[src/rtl/c_block_writer.sv]
// -----------------------------------------------------------------------------
// c_block_writer
// Drains one C result block (N rows x cur_block_m INT32 words) from the on-chip
// output buffer and writes it to DDR through an AXI4 write master. The block is
// cut into INCR bursts of at most MAX_BURST beats that never cross a 4 KB page.
// Only one burst is outstanding: the next AW waits for the previous B.
//
// Ports:
//   clk, rst            clock, synchronous active-high reset
//   st_req              start pulse (ignored unless idle)
//   N, M, BLOCK_M       rows, total C columns, nominal block width
//   j_block             block column offset in elements
//   base_c_addr         C matrix byte base
//   stride_c_row_bytes  DDR row pitch in bytes
//   st_busy/st_done     busy level / one-cycle completion pulse
//   st_err              sticky: any non-OKAY BRESP during this operation
//   c_rd_en/addr/data   output-buffer read port (data one cycle after enable)
//   M_AXI_AW*/W*/B*     AXI4 write address / data / response channels
// -----------------------------------------------------------------------------
module c_block_writer #(
  parameter int DATA_W         = 32,
  parameter int ADDR_W         = 32,
  parameter int C_ADDR_W       = 14,
  parameter int MAX_BURST      = 16,
  parameter int AXI_USER_WIDTH = 1,
  parameter int AXI_ID_W       = 1
) (
  input  logic                      clk,
  input  logic                      rst,
  input  logic                      st_req,
  input  logic [15:0]               N,
  input  logic [15:0]               M,
  input  logic [15:0]               BLOCK_M,
  input  logic [15:0]               j_block,
  input  logic [ADDR_W-1:0]         base_c_addr,
  input  logic [31:0]               stride_c_row_bytes,
  output logic                      st_busy,
  output logic                      st_done,
  output logic                      st_err,
  output logic                      c_rd_en,
  output logic [C_ADDR_W-1:0]       c_rd_addr,
  input  logic [DATA_W-1:0]         c_rd_data,
  output logic                      M_AXI_AWVALID,
  input  logic                      M_AXI_AWREADY,
  output logic [ADDR_W-1:0]         M_AXI_AWADDR,
  output logic [AXI_ID_W-1:0]       M_AXI_AWID,
  output logic [7:0]                M_AXI_AWLEN,
  output logic [2:0]                M_AXI_AWSIZE,
  output logic [1:0]                M_AXI_AWBURST,
  output logic                      M_AXI_AWLOCK,
  output logic [3:0]                M_AXI_AWCACHE,
  output logic [2:0]                M_AXI_AWPROT,
  output logic [3:0]                M_AXI_AWQOS,
  output logic [AXI_USER_WIDTH-1:0] M_AXI_AWUSER,
  output logic                      M_AXI_WVALID,
  input  logic                      M_AXI_WREADY,
  output logic [DATA_W-1:0]         M_AXI_WDATA,
  output logic [DATA_W/8-1:0]       M_AXI_WSTRB,
  output logic                      M_AXI_WLAST,
  output logic [AXI_USER_WIDTH-1:0] M_AXI_WUSER,
  input  logic                      M_AXI_BVALID,
  output logic                      M_AXI_BREADY,
  input  logic [1:0]                M_AXI_BRESP,
  input  logic [AXI_ID_W-1:0]       M_AXI_BID,
  input  logic [AXI_USER_WIDTH-1:0] M_AXI_BUSER
);

  typedef enum logic [2:0] {
    S_IDLE  = 3'd0,
    S_SETUP = 3'd1,
    S_AW    = 3'd2,
    S_W     = 3'd3,
    S_B     = 3'd4,
    S_DONE  = 3'd5
  } state_t;

  localparam logic [31:0] MAX_BURST_W = 32'(MAX_BURST);

  state_t              state_r;
  logic [15:0]         n_r, cur_m_r, row_r, col_r, len_r;
  logic [15:0]         rd_left_r, w_left_r;
  logic [ADDR_W-1:0]   row_addr_r, awaddr_r;
  logic [31:0]         stride_r;
  logic [7:0]          awlen_r;
  logic                awvalid_r, bready_r, busy_r, done_r, err_r;
  logic                c_rd_en_r, rd_vld_r;
  logic [C_ADDR_W-1:0] c_rd_addr_r, rd_ptr_r;
  logic [DATA_W-1:0]   fifo_mem_r [2];
  logic                fifo_wp_r, fifo_rp_r;
  logic [1:0]          fifo_cnt_r;

  logic [15:0]         cur_m_s;
  logic [ADDR_W-1:0]   burst_addr_s;
  logic [31:0]         rem_s, to4k_s, len_a_s, len_s;
  logic                wvalid_s, pop_s, push_s, issue_s;
  logic [2:0]          claim_s;
  logic                unused_s;

  // Effective block width: columns left of M starting at j_block, capped at BLOCK_M.
  always_comb begin
    cur_m_s = 16'd0;
    if (M > j_block) begin
      if ((M - j_block) < BLOCK_M) begin
        cur_m_s = M - j_block;
      end else begin
        cur_m_s = BLOCK_M;
      end
    end else begin
      cur_m_s = 16'd0;
    end
  end

  // Burst length: min(remaining columns in row, MAX_BURST, words to next 4 KB page).
  assign burst_addr_s = row_addr_r + (ADDR_W'(col_r) << 2);
  assign rem_s        = 32'(cur_m_r) - 32'(col_r);
  assign to4k_s       = (32'd4096 - 32'(burst_addr_s[11:0])) >> 2;
  assign len_a_s      = (rem_s < MAX_BURST_W) ? rem_s : MAX_BURST_W;
  assign len_s        = (len_a_s < to4k_s) ? len_a_s : to4k_s;

  // A read is issued only if the slot it will land in is guaranteed free:
  // entries held + reads in flight, less the beat leaving this cycle, below 2.
  assign wvalid_s = (state_r == S_W) && (fifo_cnt_r != 2'd0);
  assign pop_s    = wvalid_s && M_AXI_WREADY;
  assign push_s   = rd_vld_r;
  assign claim_s  = {1'b0, fifo_cnt_r} + {2'b00, rd_vld_r} + {2'b00, c_rd_en_r} - {2'b00, pop_s};
  assign issue_s  = ((state_r == S_AW) || (state_r == S_W)) &&
                    (rd_left_r != 16'd0) && (claim_s < 3'd2);

  // Control FSM: operation latch, burst sequencing, buffer reads and status.
  always_ff @(posedge clk) begin
    if (rst) begin
      state_r     <= S_IDLE;
      n_r         <= 16'd0;
      cur_m_r     <= 16'd0;
      row_r       <= 16'd0;
      col_r       <= 16'd0;
      len_r       <= 16'd0;
      rd_left_r   <= 16'd0;
      w_left_r    <= 16'd0;
      row_addr_r  <= '0;
      awaddr_r    <= '0;
      stride_r    <= 32'd0;
      awlen_r     <= 8'd0;
      awvalid_r   <= 1'b0;
      bready_r    <= 1'b0;
      busy_r      <= 1'b0;
      done_r      <= 1'b0;
      err_r       <= 1'b0;
      c_rd_en_r   <= 1'b0;
      c_rd_addr_r <= '0;
      rd_ptr_r    <= '0;
    end else begin
      done_r    <= 1'b0;
      c_rd_en_r <= issue_s;
      // Buffer words of a block are row-major, so the read pointer simply counts.
      if (issue_s) begin
        c_rd_addr_r <= rd_ptr_r;
        rd_ptr_r    <= rd_ptr_r + {{(C_ADDR_W-1){1'b0}}, 1'b1};
        rd_left_r   <= rd_left_r - 16'd1;
      end
      case (state_r)
        S_IDLE: begin
          if (st_req) begin
            n_r        <= N;
            cur_m_r    <= cur_m_s;
            stride_r   <= stride_c_row_bytes;
            row_addr_r <= base_c_addr + (ADDR_W'(j_block) << 2);
            row_r      <= 16'd0;
            col_r      <= 16'd0;
            rd_ptr_r   <= '0;
            busy_r     <= 1'b1;
            err_r      <= 1'b0;
            state_r    <= S_SETUP;
          end
        end
        S_SETUP: begin
          if ((n_r == 16'd0) || (cur_m_r == 16'd0)) begin
            done_r  <= 1'b1;
            busy_r  <= 1'b0;
            state_r <= S_DONE;
          end else begin
            awaddr_r  <= burst_addr_s;
            awlen_r   <= 8'(len_s - 32'd1);
            len_r     <= 16'(len_s);
            rd_left_r <= 16'(len_s);
            w_left_r  <= 16'(len_s);
            awvalid_r <= 1'b1;
            state_r   <= S_AW;
          end
        end
        S_AW: begin
          if (M_AXI_AWREADY) begin
            awvalid_r <= 1'b0;
            state_r   <= S_W;
          end
        end
        S_W: begin
          if (pop_s) begin
            w_left_r <= w_left_r - 16'd1;
            if (w_left_r == 16'd1) begin
              bready_r <= 1'b1;
              state_r  <= S_B;
            end
          end
        end
        S_B: begin
          if (M_AXI_BVALID) begin
            bready_r <= 1'b0;
            if (M_AXI_BRESP != 2'b00) begin
              err_r <= 1'b1;
            end
            if ((col_r + len_r) == cur_m_r) begin
              col_r      <= 16'd0;
              row_r      <= row_r + 16'd1;
              row_addr_r <= row_addr_r + ADDR_W'(stride_r);
              if ((row_r + 16'd1) == n_r) begin
                done_r  <= 1'b1;
                busy_r  <= 1'b0;
                state_r <= S_DONE;
              end else begin
                state_r <= S_SETUP;
              end
            end else begin
              col_r   <= col_r + len_r;
              state_r <= S_SETUP;
            end
          end
        end
        S_DONE: begin
          state_r <= S_IDLE;
        end
        default: begin
          state_r <= S_IDLE;
        end
      endcase
    end
  end

  // Two-entry W FIFO fed by buffer read data one cycle after each read enable.
  always_ff @(posedge clk) begin
    if (rst) begin
      rd_vld_r      <= 1'b0;
      fifo_mem_r[0] <= '0;
      fifo_mem_r[1] <= '0;
      fifo_wp_r     <= 1'b0;
      fifo_rp_r     <= 1'b0;
      fifo_cnt_r    <= 2'd0;
    end else begin
      rd_vld_r <= c_rd_en_r;
      if (push_s) begin
        fifo_mem_r[fifo_wp_r] <= c_rd_data;
        fifo_wp_r             <= ~fifo_wp_r;
      end
      if (pop_s) begin
        fifo_rp_r <= ~fifo_rp_r;
      end
      fifo_cnt_r <= fifo_cnt_r + {1'b0, push_s} - {1'b0, pop_s};
    end
  end

  assign st_busy       = busy_r;
  assign st_done       = done_r;
  assign st_err        = err_r;
  assign c_rd_en       = c_rd_en_r;
  assign c_rd_addr     = c_rd_addr_r;
  assign M_AXI_AWVALID = awvalid_r;
  assign M_AXI_AWADDR  = awaddr_r;
  assign M_AXI_AWLEN   = awlen_r;
  assign M_AXI_AWID    = '0;
  assign M_AXI_AWSIZE  = 3'($clog2(DATA_W/8));
  assign M_AXI_AWBURST = 2'b01;
  assign M_AXI_AWLOCK  = 1'b0;
  assign M_AXI_AWCACHE = 4'b0011;
  assign M_AXI_AWPROT  = 3'b000;
  assign M_AXI_AWQOS   = 4'b0000;
  assign M_AXI_AWUSER  = '0;
  assign M_AXI_WVALID  = wvalid_s;
  assign M_AXI_WDATA   = fifo_mem_r[fifo_rp_r];
  assign M_AXI_WSTRB   = {(DATA_W/8){1'b1}};
  assign M_AXI_WLAST   = wvalid_s && (w_left_r == 16'd1);
  assign M_AXI_WUSER   = '0;
  assign M_AXI_BREADY  = bready_r;

  assign unused_s = ^{M_AXI_BID, M_AXI_BUSER};

endmodule

[config.mk]
export PLATFORM = sky130hd
export DESIGN_NAME = c_block_writer
export DESIGN_NICKNAME = d
export VERILOG_FILES = /design/src/rtl/c_block_writer.sv
export SDC_FILE = /design/constraint.sdc
export NUM_CORES = 1
export LEC_CHECK = 0
export CELL_PAD_IN_SITES_DETAIL_PLACEMENT = 0
export CELL_PAD_IN_SITES_GLOBAL_PLACEMENT = 2
export CORE_ASPECT_RATIO = 1.5
export CORE_UTILIZATION = 31
export CTS_BUF_LIST = sky130_fd_sc_hd__clkbuf_4 sky130_fd_sc_hd__clkbuf_8
export DETAILED_ROUTE_END_ITERATION = 16
export HOLD_SLACK_MARGIN = 0.15
export PLACE_DENSITY_LB_ADDON = 0.1
export SETUP_SLACK_MARGIN = 0.15
export SLEW_MARGIN = 20
export SYNTH_ARGS = -nofsm -noshare
export SYNTH_HDL_FRONTEND = slang
export SYNTH_SLANG_ARGS = --single-unit
[constraint.sdc]
create_clock -name clk -period 4.9 [get_ports clk]
set_input_delay 0.49 -clock clk [delete_from_list [all_inputs] [get_ports clk]]
set_output_delay 0.49 -clock clk [all_outputs]
set_load 0.1 [all_outputs]
# After elaboration in Yosys (flattened, before gate mapping)

Memory sizes are Yosys's and may differ from the RTL's. A register that Yosys moved wholly into a read port is not among the register bits.
Cells that the tools add are included.

Reductions and logical operators: 29
Add/sub/neg operators: 17
Bitwise logic cells: 3
$lt $le $gt $ge: 5
Equal/unequal tests: 17
Mux-type cells: 65

Operator list:

| kind                                                        | number |
|---|---|
| two-way mux 16 bit                                          | 13 |
| two-way mux 32 bit                                          | 5 |
| case mux 16 bit (2 select lines)                            | 3 |
| adder 32 x 18 -> 32 bit                                     | 2 |
| case mux 32 bit (2 select lines)                            | 1 |
| two-way mux 14 bit                                          | 3 |
| adder 32 bit                                                | 1 |
| == test 16 bit                                              | 2 |
| zero test 16 bit                                            | 2 |
| less-than comparator 32 x 30 -> 1 bit                       | 1 |
| less-than comparator 32 x 5 -> 1 bit, second input constant | 1 |
| OR reduction 32 bit                                         | 1 |
| subtractor 16 x 1 -> 16 bit, second input constant          | 2 |
| two-way mux 1 bit                                           | 26 |
| two-way mux 3 bit                                           | 8 |
| != test 2 bit, second input constant                        | 9 |
| subtractor 16 x 16 -> 17 bit                                | 1 |
| adder 16 x 1 -> 16 bit, second input constant               | 1 |
| adder 16 bit                                                | 1 |
| == test 16 x 1 -> 1 bit, second input constant              | 1 |
| > comparator 16 bit                                         | 1 |
| less-than comparator 16 bit                                 | 1 |
| nonzero test 16 bit                                         | 1 |
| subtractor 16 bit                                           | 1 |
| other kinds (27)                                            | 48 |

Input bits: 170
Word-level logic and storage cells: 161
RAM bits: 64
Memories: 1
Output and inout port bits: 118
Bits in registers: 258

Memory list:

| memory     | depth | bits a word | read ports | clocked after Yosys merged registers in | write ports | RTL line | source |
|---|---|---|---|---|---|---|---|
| fifo_mem_r | 2     | 32          | 1          | 1                                       | 2           | 88       | `logic [DATA_W-1:0] fifo_mem_r [2];` |

# Longest topological paths before layout

Gate-level depths: netlist (run 1).

Depth after elaboration: 9
Gate-level depth with buffers: 30
Gate-level depth less buffers: 28

# Worst setup path before layout (run 1)

OpenSTA, ideal clock, no wires.

Path kind: reg-to-reg
Start point: reg state_r[0]
End point: reg rd_left_r[9]
Data required time: 4.830 ns
Period minus slack after synthesis: 6.146 ns
Stages on the path, launching flop included: 18
Arrival: 6.075 ns
Buffers on the path: 1
Slack: -1.246 ns
Setup time: 0.070 ns
Cells stage by stage: dfxtp_1 clkbuf_1 nand2_1 a21oi_1 nand2_1 inv_1 ha_1 inv_1 ha_1 a21o_1 fa_1 a2111oi_1 nor4b_1 and2_0 nand2_1 xnor2_1 nand2_1 a21oi_1

Word-level cells in the longest chain between the ends: 9
Elaborated cells between the ends (all ways): 13
Classes of those cells: 1 x add/sub; 1 x order compare; 3 x eq/ne; 3 x mux; 5 x reduce/logical

Ends and longest elaborated chain:

| item                                    | RTL line | source |
|---|---|---|
| from (decl)                             | 79       | `state_t state_r;` |
| from (signal assigned)                  | 132      | `state_r <= S_IDLE;` |
| from (signal assigned)                  | 173      | `state_r <= S_SETUP;` |
| from (signal assigned)                  | 180      | `state_r <= S_DONE;` |
| == test 3 x 2 -> 1 bit (*)              | 122      | `assign wvalid_s = (state_r == S_W) && (fifo_cnt_r != 2'd0);` |
| logical AND 1 bit (*)                   | 122      |  |
| via M_AXI_WVALID                        | 55       | `output logic M_AXI_WVALID,` |
| logical AND 1 bit (*)                   | 123      | `assign pop_s = wvalid_s && M_AXI_WREADY;` |
| via pop_s                               | 95       | `logic wvalid_s, pop_s, push_s, issue_s;` |
| subtractor 3 x 1 -> 3 bit (*)           | 125      | `assign claim_s = {1'b0, fifo_cnt_r} + {2'b00, rd_vld_r} + {2'b00, c_rd_en_r} - {2'b00, pop_s};` |
| less-than comparator 3 x 2 -> 1 bit (*) | 127      | `(rd_left_r != 16'd0) && (claim_s < 3'd2);` |
| logical AND 1 bit (*)                   | 127      |  |
| two-way mux 16 bit (*)                  | 156      | `if (issue_s) begin` |
| two-way mux 16 bit                      | 177      | `if ((n_r == 16'd0) \|\| (cur_m_r == 16'd0)) begin` |
| two-way mux 16 bit (*)                  | 161      | `case (state_r)` |
| to (signal assigned)                    | 159      | `rd_left_r <= rd_left_r - 16'd1;` |
| to (signal assigned)                    | 185      | `rd_left_r <= 16'(len_s);` |
| to (decl)                               | 81       | `logic [15:0] rd_left_r, w_left_r;` |

Mark *: on every way through the listed nets, which the timed path passes. The rest lies on a longest branch.
A chain may end at the register's enable or synchronous reset.

# Final worst setup path (run 1)

Start point: reg cur_m_r[0]
End point: reg awlen_r[4] (netlist: M_AXI_AWLEN[4])

Word-level cells in the longest chain between the ends: 6
Elaborated cells between the ends (all ways): 10
Classes of those cells: 2 x add/sub; 2 x order compare; 2 x mux; 1 x bitwise; 3 x reduce/logical

Ends and longest elaborated chain:

| item                                  | RTL line | source |
|---|---|---|
| from (decl)                           | 80       | `logic [15:0] n_r, cur_m_r, row_r, col_r, len_r;` |
| from (signal assigned)                | 165      | `cur_m_r <= cur_m_s;` |
| subtractor 16 x 16 -> 17 bit          | 115      | `assign rem_s = 32'(cur_m_r) - 32'(col_r);` |
| less-than comparator 32 x 5 -> 1 bit  | 117      | `assign len_a_s = (rem_s < MAX_BURST_W) ? rem_s : MAX_BURST_W;` |
| two-way mux 32 bit                    | 117      |  |
| less-than comparator 32 x 30 -> 1 bit | 118      | `assign len_s = (len_a_s < to4k_s) ? len_a_s : to4k_s;` |
| two-way mux 16 bit                    | 118      |  |
| subtractor 8 x 1 -> 8 bit             | 183      | `awlen_r <= 8'(len_s - 32'd1);` |
| to (signal assigned)                  | 183      |  |
| to (decl)                             | 84       | `logic [7:0] awlen_r;` |

Several ways; a longest one is shown, not always the timed one.

==> key figures, run 1 <==
Outcome
  – Status: finished, violations left
  – Failing checks: negative setup slack

Clock tree
  – Post-CTS Hold Fix Bufs: 0
  – CTS root buffer: clkbuf_8
  – Clock latency on the worst-skew pair: 0.67 ns
  – Reg clk slew, reported paths: 0.07 ns
  – Clk sinks: 323
  – H-Tree Depth: 2
  – TritonCTS Buffers: 55
  – Max clock buf depth: 3
  – CTS tree: yes

Route
  – Drt drc: 0
  – ANT nets after route: 0
  – Number of DRC markers in iteration 0: 1031
  – Mean number of vias per cell: 5.128
  – WL final: 75340 µm
  – Via count: 19750
  – WL/cell: 19.56 µm
  – TritonRoute pass-1 iters: 5

STA
  – RSZ-0062 raised after global routing: true
  – Pins Over Slew Limit: 0
  – Fin crit period: 5.093 ns
  – Slew @ Worst Pin: 1.092 ns
  – Setup WS post-layout: -0.1927 ns
  – Fmax: 196.4 MHz
  – Setup violators final: 5
  – Worst slew margin: 26.94%
  – Final hold vios: 0
  – Final setup skew: 0.03269 ns
  – Fin crit share: 103.9%

Setup path
  – FF-to-FF path depth: 26
  – Reg-to-Reg Start: cur_m_r[0]
  – CP Capture Type: register
  – Crit Path Max Fanout: 4
  – Setup crit start: cur_m_r[0]
  – Arr. time, crit path: 5.62 ns
  – Reg2reg setup slack: -0.19 ns
  – Slowest-stage cell, CP: a211oi_1
  – Reg2reg end: M_AXI_AWLEN[4]
  – Largest stage delay on the critical path: 0.48 ns
  – Type of origin of the critical path: register
  – Crit-path most repeated cell: inv_2
  – Crit path capture: M_AXI_AWLEN[4]
  – CP required: 5.43 ns
  – WS Path Type: register to register

Synth
  – Largest family of logic cells by synthesized area: compound AO/OA/AOI/OAI gates
  – Post-synth EDFFs: 64
  – Post-synthesis simple-gate area fraction: 20.06%
  – Most used DFF post-synth: dfxtp_1
  – Post-synthesis mux area share: 3.944%
  – Synth area leader: dfxtp_1
  – Synth async-reset ratio: 0%
  – Compound-Gate Fraction of Synth Area: 20.28%
  – Yosys reg bits: 323
  – Synth area leaders: dfxtp_1, edfxtp_1, ha_1, a21oi_1, nand2_1
  – Post-Synth XOR/XNOR Area: 7.550%
  – Yosys warning count: 0
  – Mapped Cells: 2536
  – Post-synthesis adder-cell area fraction: 9.264%
  – Top cell type's share of synthesized area: 24.58%
  – Mapped Area: 21100 µm²
  – Netlist cell types: 87
  – Syn Area/Cell: 8.319 µm²
  – Part of the Yosys area used for sequential elements: 33.69%

Place
  – # placed instances: 3738
  – PortBufs: 261
  – GP Congestion: 0.8514
  – HPWL after DPL: 58530 µm

Power and ir drop
  – VDD IR max: 249.0 µV
  – Power Density: 570.0 nW/µm²
  – Static Leak: 11.07 nW

Layout
  – Finished Layout Cells: 3852
  – # nets final: 3246
  – Syn-to-layout area delta: 29.99%
  – Share of post-route cells with drive strength above 1: 13.92%
  – Layout Utilization: 40.90%

GRT
  – Initial antenna violation count: 2
  – GR Overflow Total: 0
  – Total track usage: 21.30%
  – Largest net degree at the start of global routing: 67
  – Global-route wire length before repair: 115100 µm
  – Number of global-route vias before repair: 19600

Die
  – Io pins: 288
  – Die X-Extent: 215 µm
  – Die area: 69120 µm²
  – Core area: 67050 µm²
  – Initial Utilization: 31.46%
  – Row cnt: 116
  – Die Y: 321.5 µm

Flow run
  – Max cap viols: 0

Hold path
  – Min-Delay Path Class: input port to register
-- cells in the final DEF, fill, tap and decap left out, types with 12 or more instances in the layout --
master and count:
a211oi_1 44, a21o_1 35, a21oi_1 221, a22oi_1 12, a31oi_1 18, and2_1 72
and3_1 34, buf_4 175, clkbuf_8 63, clkdlybuf4s50_1 260, conb_1 30, dfxtp_1 256
edfxtp_1 64, ha_1 141, inv_1 103, mux2_2 34, mux2i_1 37, nand2_1 282
nand2b_1 29, nand3_1 38, nand4_1 26, nor2_1 204, nor2b_1 21, nor3_1 45
nor4_1 27, o211ai_1 30, o21a_1 23, o21ai_0 113, o21bai_1 12, o31ai_1 22
or3_1 24, xnor2_1 111, xor2_1 58
-- what timing repair did --
action                     CTS  global route
gates resized for setup     40            51
buffers inserted             4             6
hold endpoints to repair     0             0
pin swaps                   12            34
gates cloned                 0             2
setup endpoints to repair   28            95
-- critical path: cells and delay by family, from the launching register on --
family / cells / cell delay, ns
flip-flops: 1 / 0.32
AO/OA/AOI/OAI: 8 / 1.67
AND/OR/NAND/NOR: 7 / 0.92
multiplexers: 3 / 0.84
buffers and inverters: 4 / 0.33
adder cells (fa/ha/maj): 4 / 0.88
-- Yosys cell counts, drive strengths merged, types with 30 or more instances --
library cell    n
a211oi         47
a21o           35
a21oi         229
and2           73
and3           34
buf            41
clkbuf        107
dfxtp         259
edfxtp         64
ha            145
inv           106
mux2           38
mux2i          40
nand2         285
nand3          40
nor2          208
nor3           53
nor4           30
o211ai         30
o21ai         129
xnor2         111
xor2           58
-- flip-flops by register name, summed over array words and instances (netlist names), 2 cells and up, named ones only --
| name | cells |
|---|---|
| stride_r | 32 |
| rd_ptr_r | 14 |
| row_addr_r | 32 |
| col_r | 16 |
| w_left_r | 16 |
| state_r | 3 |
| cur_m_r | 16 |
| c_rd_addr | 14 |
| rd_left_r | 16 |
| M_AXI_AWLEN | 8 |
| len_r | 16 |
| n_r | 16 |
| fifo_cnt_r | 2 |
| M_AXI_AWADDR | 32 |
| row_r | 16 |
| fifo_mem_r | 64 |
-- cell families after synthesis --
family                     after synthesis
xor gates and xnor gates               174
AOI/OAI and AO/OA                      671
buffers and inverters                  256
and+or+nand+nor                        880
muxes                                   78
adders and majority gates              152
other                                    2
DFF                                    323
-- cell type report --
class | count | area, µm²
multi-input combinational | 1985 | 13430
antenna | 1 | 2.502
tap | 885 | 1107
inverter | 108 | 405.4
fill | 6862 | 39630
timing repair buffer | 451 | 4192
clock buffer | 72 | 934.6
clock inverter | 27 | 244.0
sequential | 323 | 7111
-- power by group --
group	leakage (nW)	internal [W]	switching, W
registers	2.77	0.00324	0.000497
clock network	0.615	0.00146	0.00121
logic	7.69	0.00355	0.00568
-- per-stage QoR --
step	worst slack, ns	hold WS, ns	TNS, ns	power, W	area [µm²]
floorplan	-0.02562	0.4292	-0.02562	0.009217	21260
global placement	-0.2872	0.4424	-2.818	0.01230	25720
detailed placement	-0.3105	0.4492	-4.398	0.01237	25720
CTS	-0.01735	0.2312	-0.01735	0.01538	27090
global route	-0.4875	0.2756	-5.287	0.01664	27420
finish	-0.1927	0.2927	-0.3178	0.01563	27420
-- routing by layer --
metal	wire length [µm]	GRT usage, %	vias up
met5	0	0	-
met4	1996	6.068	0
met3	2974	2.908	93
met2	39580	40.68	485
met1	30790	24.34	9314
li1	-	-	9860
-- worst min-delay path by stage --
| stage | startpoint | to | slack, ns | cells past startpoint |
|---|---|---|---|---|
| final | rst | fifo_wp_r | 0.29 | 2 |
| after global routing | rst | c_rd_addr[8] | 0.28 | 2 |
| after CTS | rst | c_rd_addr[9] | 0.23 | 2 |
| after detailed placement | M_AXI_AWADDR[16] | M_AXI_AWADDR[16] | 0.45 | 2 |
| after global placement | M_AXI_AWADDR[16] | M_AXI_AWADDR[16] | 0.44 | 2 |
| after floorplan | len_r[9] | len_r[9] | 0.43 | 2 |
(Power assumes the default switching activity.)
==> inputs of run 2 (changes only) <==
- HOLD_SLACK_MARGIN: 0.15 -> not set
==> results of run 2 <==
The final DEF is identical to that of run 1; final timing and power are the same.
==> inputs of run 3 (changes only) <==
- SLEW_MARGIN: 20 -> not set
==> run 3 against run 2 <==
  * The run still ends with negative setup slack left
  * Sequential cell count is the same
  * Register-to-register slack about the same
  * Wire length down 0.12%
  * Cell count about the same
  * Power is essentially flat
  * Count of clock-buffer cells in the layout did not move
  * Die area did not move
  * Core utilization is 0.082 points lower
  * Clock skew is 0.0017 ns higher
  * Via count is 0.16% lower
  * First-iteration DRC count is 2.5% lower
  * Critical path type unchanged
  * Largest cell class unchanged
==> key figures, run 3 (same netlist as run 1, synthesis figures left out) <==
Setup path
  – CP required: 5.43 ns (about the same)
  – Slowest-stage cell, CP: fa_2 (was a211oi_1)
  – Reg2reg end: M_AXI_AWLEN[4] (unchanged)
  – Crit path capture: M_AXI_AWLEN[4] (unchanged)
  – FF-to-FF path depth: 29 (was 26)
  – Type of origin of the critical path: register (unchanged)
  – Largest stage delay on the critical path: 0.35 ns (was 0.48 ns)
  – Reg-to-Reg Start: cur_m_r[0] (unchanged)
  – WS Path Type: register to register (unchanged)
  – Crit Path Max Fanout: 4 (unchanged)
  – Reg2reg setup slack: -0.19 ns (about the same)
  – Arr. time, crit path: 5.62 ns (about the same)
  – Setup crit start: cur_m_r[0] (unchanged)
  – CP Capture Type: register (unchanged)

Layout
  – Fill count: 6867 (was 6862)
  – # nets final: 3244 (was 3246)
  – Area occupied by multi-input gates: 13430 µm² (unchanged)
  – Share of post-route cells with drive strength above 1: 13.87% (was 13.92%)
  – Most common cell after layout, fill and taps aside: nand2_1 (unchanged)
  – Syn-to-layout area delta: 29.73% (was 29.99%)
  – Max reg flops: 64 (unchanged)
  – Final Cell Area: 27370 µm² (was 27420 µm²)
  – Most flops, register: fifo_mem_r (unchanged)
  – Commonest non-fill, non-tap cells in the layout: nand2_1, clkdlybuf4s50_1, dfxtp_1, a21oi_1, nor2_1 (unchanged)
  – FF/Latch Area: 7111 µm² (unchanged)

STA
  – Slew @ Worst Pin: 1.112 ns (was 1.092 ns)
  – Pins Over Slew Limit: 0 (unchanged)
  – Worst slew margin: 25.62% (was 26.94%)
  – Final hold vios: 0 (unchanged)
  – Fmax: 196.4 MHz (about the same)
  – Fin crit share: 103.9% (about the same)
  – RSZ-0062 raised after global routing: true (unchanged)
  – Setup violators final: 5 (unchanged)
  – Final setup skew: 0.03442 ns (was 0.03269 ns)
  – Setup WS post-layout: -0.1925 ns (was -0.1927 ns)
  – Fin crit period: 5.093 ns (about the same)
  – Fin Setup TNS: -0.3576 ns (was -0.3178 ns)

Clock tree
  – Clock latency on the worst-skew pair: 0.67 ns (about the same)
  – H-Tree Depth: 2 (unchanged)
  – Reg clk slew, reported paths: 0.07 ns (about the same)
  – TritonCTS Buffers: 55 (unchanged)
  – Clk sinks: 323 (unchanged)
  – Post-CTS Hold Fix Bufs: 0 (unchanged)
  – Max clock buf depth: 3 (unchanged)
  – CTS root buffer: clkbuf_8 (unchanged)
  – CTS tree: yes (unchanged)

Place
  – PortBufs: 261 (unchanged)
  – Area after DPL: 25720 µm² (unchanged)
  – HPWL after DPL: 58530 µm (unchanged)
  – GP Congestion: 0.8514 (unchanged)

Hold path
  – Min-Delay Path Class: input port to register (unchanged)

Die
  – Initial Utilization: 31.46% (unchanged)
  – Die X-Extent: 215 µm (unchanged)
  – Die area: 69120 µm² (unchanged)
  – Row cnt: 116 (unchanged)
  – Die Y: 321.5 µm (unchanged)
  – Core area: 67050 µm² (unchanged)
  – Io pins: 288 (unchanged)

GRT
  – Initial antenna violation count: 2 (unchanged)
  – Largest net degree at the start of global routing: 67 (unchanged)
  – GR Overflow Total: 0 (unchanged)
  – Global-route wire length before repair: 115100 µm (unchanged)
  – Number of global-route vias before repair: 19600 (unchanged)
  – Total track usage: 21.30% (unchanged)

Route
  – WL/cell: 19.54 µm (was 19.56 µm)
  – Mean number of vias per cell: 5.122 (was 5.128)
  – Via count: 19720 (was 19750)
  – ANT nets after route: 0 (unchanged)
  – Number of DRC markers in iteration 0: 1005 (was 1031)
  – TritonRoute pass-1 iters: 5 (unchanged)
  – Drt drc: 0 (unchanged)
  – WL final: 75250 µm (was 75340 µm)

Power and ir drop
  – VDD IR max: 246.7 µV (was 249.0 µV)
  – Register share of total power: 23.9% (about the same)
  – NetSw: 0.007387 W (was 0.007389 W)
  – Sw frac: 47.28% (was 47.27%)
  – Clock share of power: 17.1% (about the same)
  – Combinational power share: 59.0% (about the same)
  – Power Density: 570.8 nW/µm² (was 570.0 nW/µm²)
  – Static Leak: 11.05 nW (was 11.07 nW)
  – Power Internal: 0.008235 W (was 0.008242 W)

Outcome
  – Status: finished, violations left (unchanged)
  – Failing checks: negative setup slack (unchanged)

Flow run
  – Max cap viols: 0 (unchanged)
==> run 3: layout make-up <==
type / instances / area share (%)
flip-flops and latches: 323 / 25.98
repair buffers: 449 / 15.11
clock buffers: 72 / 3.415
multi-input cells: 1985 / 49.06
diodes: 1 / 0.009143
clock inverters: 27 / 0.8915
well taps: 885 / 4.046
inverters: 108 / 1.481
==> run 3: repair_timing <==
action,in CTS,in global routing
buffers inserted,4,6
endpoints found under the hold margin,0,0
gates cloned,0,2
gates resized for setup,40,51
pin swaps,12,34
setup endpoints to repair,28,95
==> run 3: power by group through the flow <==
stage / Clock [W] / Sequential (W) / Combinational [W]
floorplan: 0 / 0.00451 / 0.00471
global placement: 0 / 0.00378 / 0.00852
detailed placement: 0 / 0.00379 / 0.00858
CTS: 0.00278 / 0.00374 / 0.00886
global route: 0.00287 / 0.00381 / 0.00995
finish: 0.00268 / 0.00374 / 0.00921
==> run 3: worst min-delay path by stage <==
stage | start | to | slack [ns] | depth (start not counted)
4_1_cts | rst | c_rd_addr[9] | 0.23 | 2
5_1_grt | rst | c_rd_addr[8] | 0.28 | 2
2_1_floorplan | len_r[9] | len_r[9] | 0.43 | 2
3_3_place_gp | M_AXI_AWADDR[16] | M_AXI_AWADDR[16] | 0.44 | 2
3_5_place_dp | M_AXI_AWADDR[16] | M_AXI_AWADDR[16] | 0.45 | 2
6_report | rst | fifo_wp_r | 0.29 | 2
==> run 3: worst max-delay path: cells and delay by family (launching register included) <==
kind,cells,cell delay [ns]
AO/OA/AOI/OAI,10,1.64
AND/OR/NAND/NOR,7,0.92
adder cells (fa/ha/maj),4,0.84
multiplexers,3,0.84
flip-flops,1,0.32
buffers and inverters,5,0.39
==> run 3: layer usage <==
metal	GRT usage [%]	share of wire, %	up-vias
met2	40.68	52	458
met3	2.908	3.8	97
met4	6.068	2.7	0
li1	-	-	9846
met5	0	0	-
met1	24.34	41	9319
==> run 3: stage by stage <==
step | power, W | setup WS (ns) | instances | hold slack [ns] | util (%)
2_1_floorplan | 0.009217 | -0.02562 | 2564 | 0.4292 | -
3_3_place_gp | 0.01230 | -0.2872 | 3738 | 0.4424 | 38.35
3_5_place_dp | 0.01237 | -0.3105 | 3738 | 0.4492 | 38.35
4_1_cts | 0.01538 | -0.01735 | 3841 | 0.2312 | 40.39
5_1_grt | 0.01663 | -0.4875 | 3850 | 0.2756 | 40.82
6_report | 0.01562 | -0.1925 | 3850 | 0.2936 | 40.82
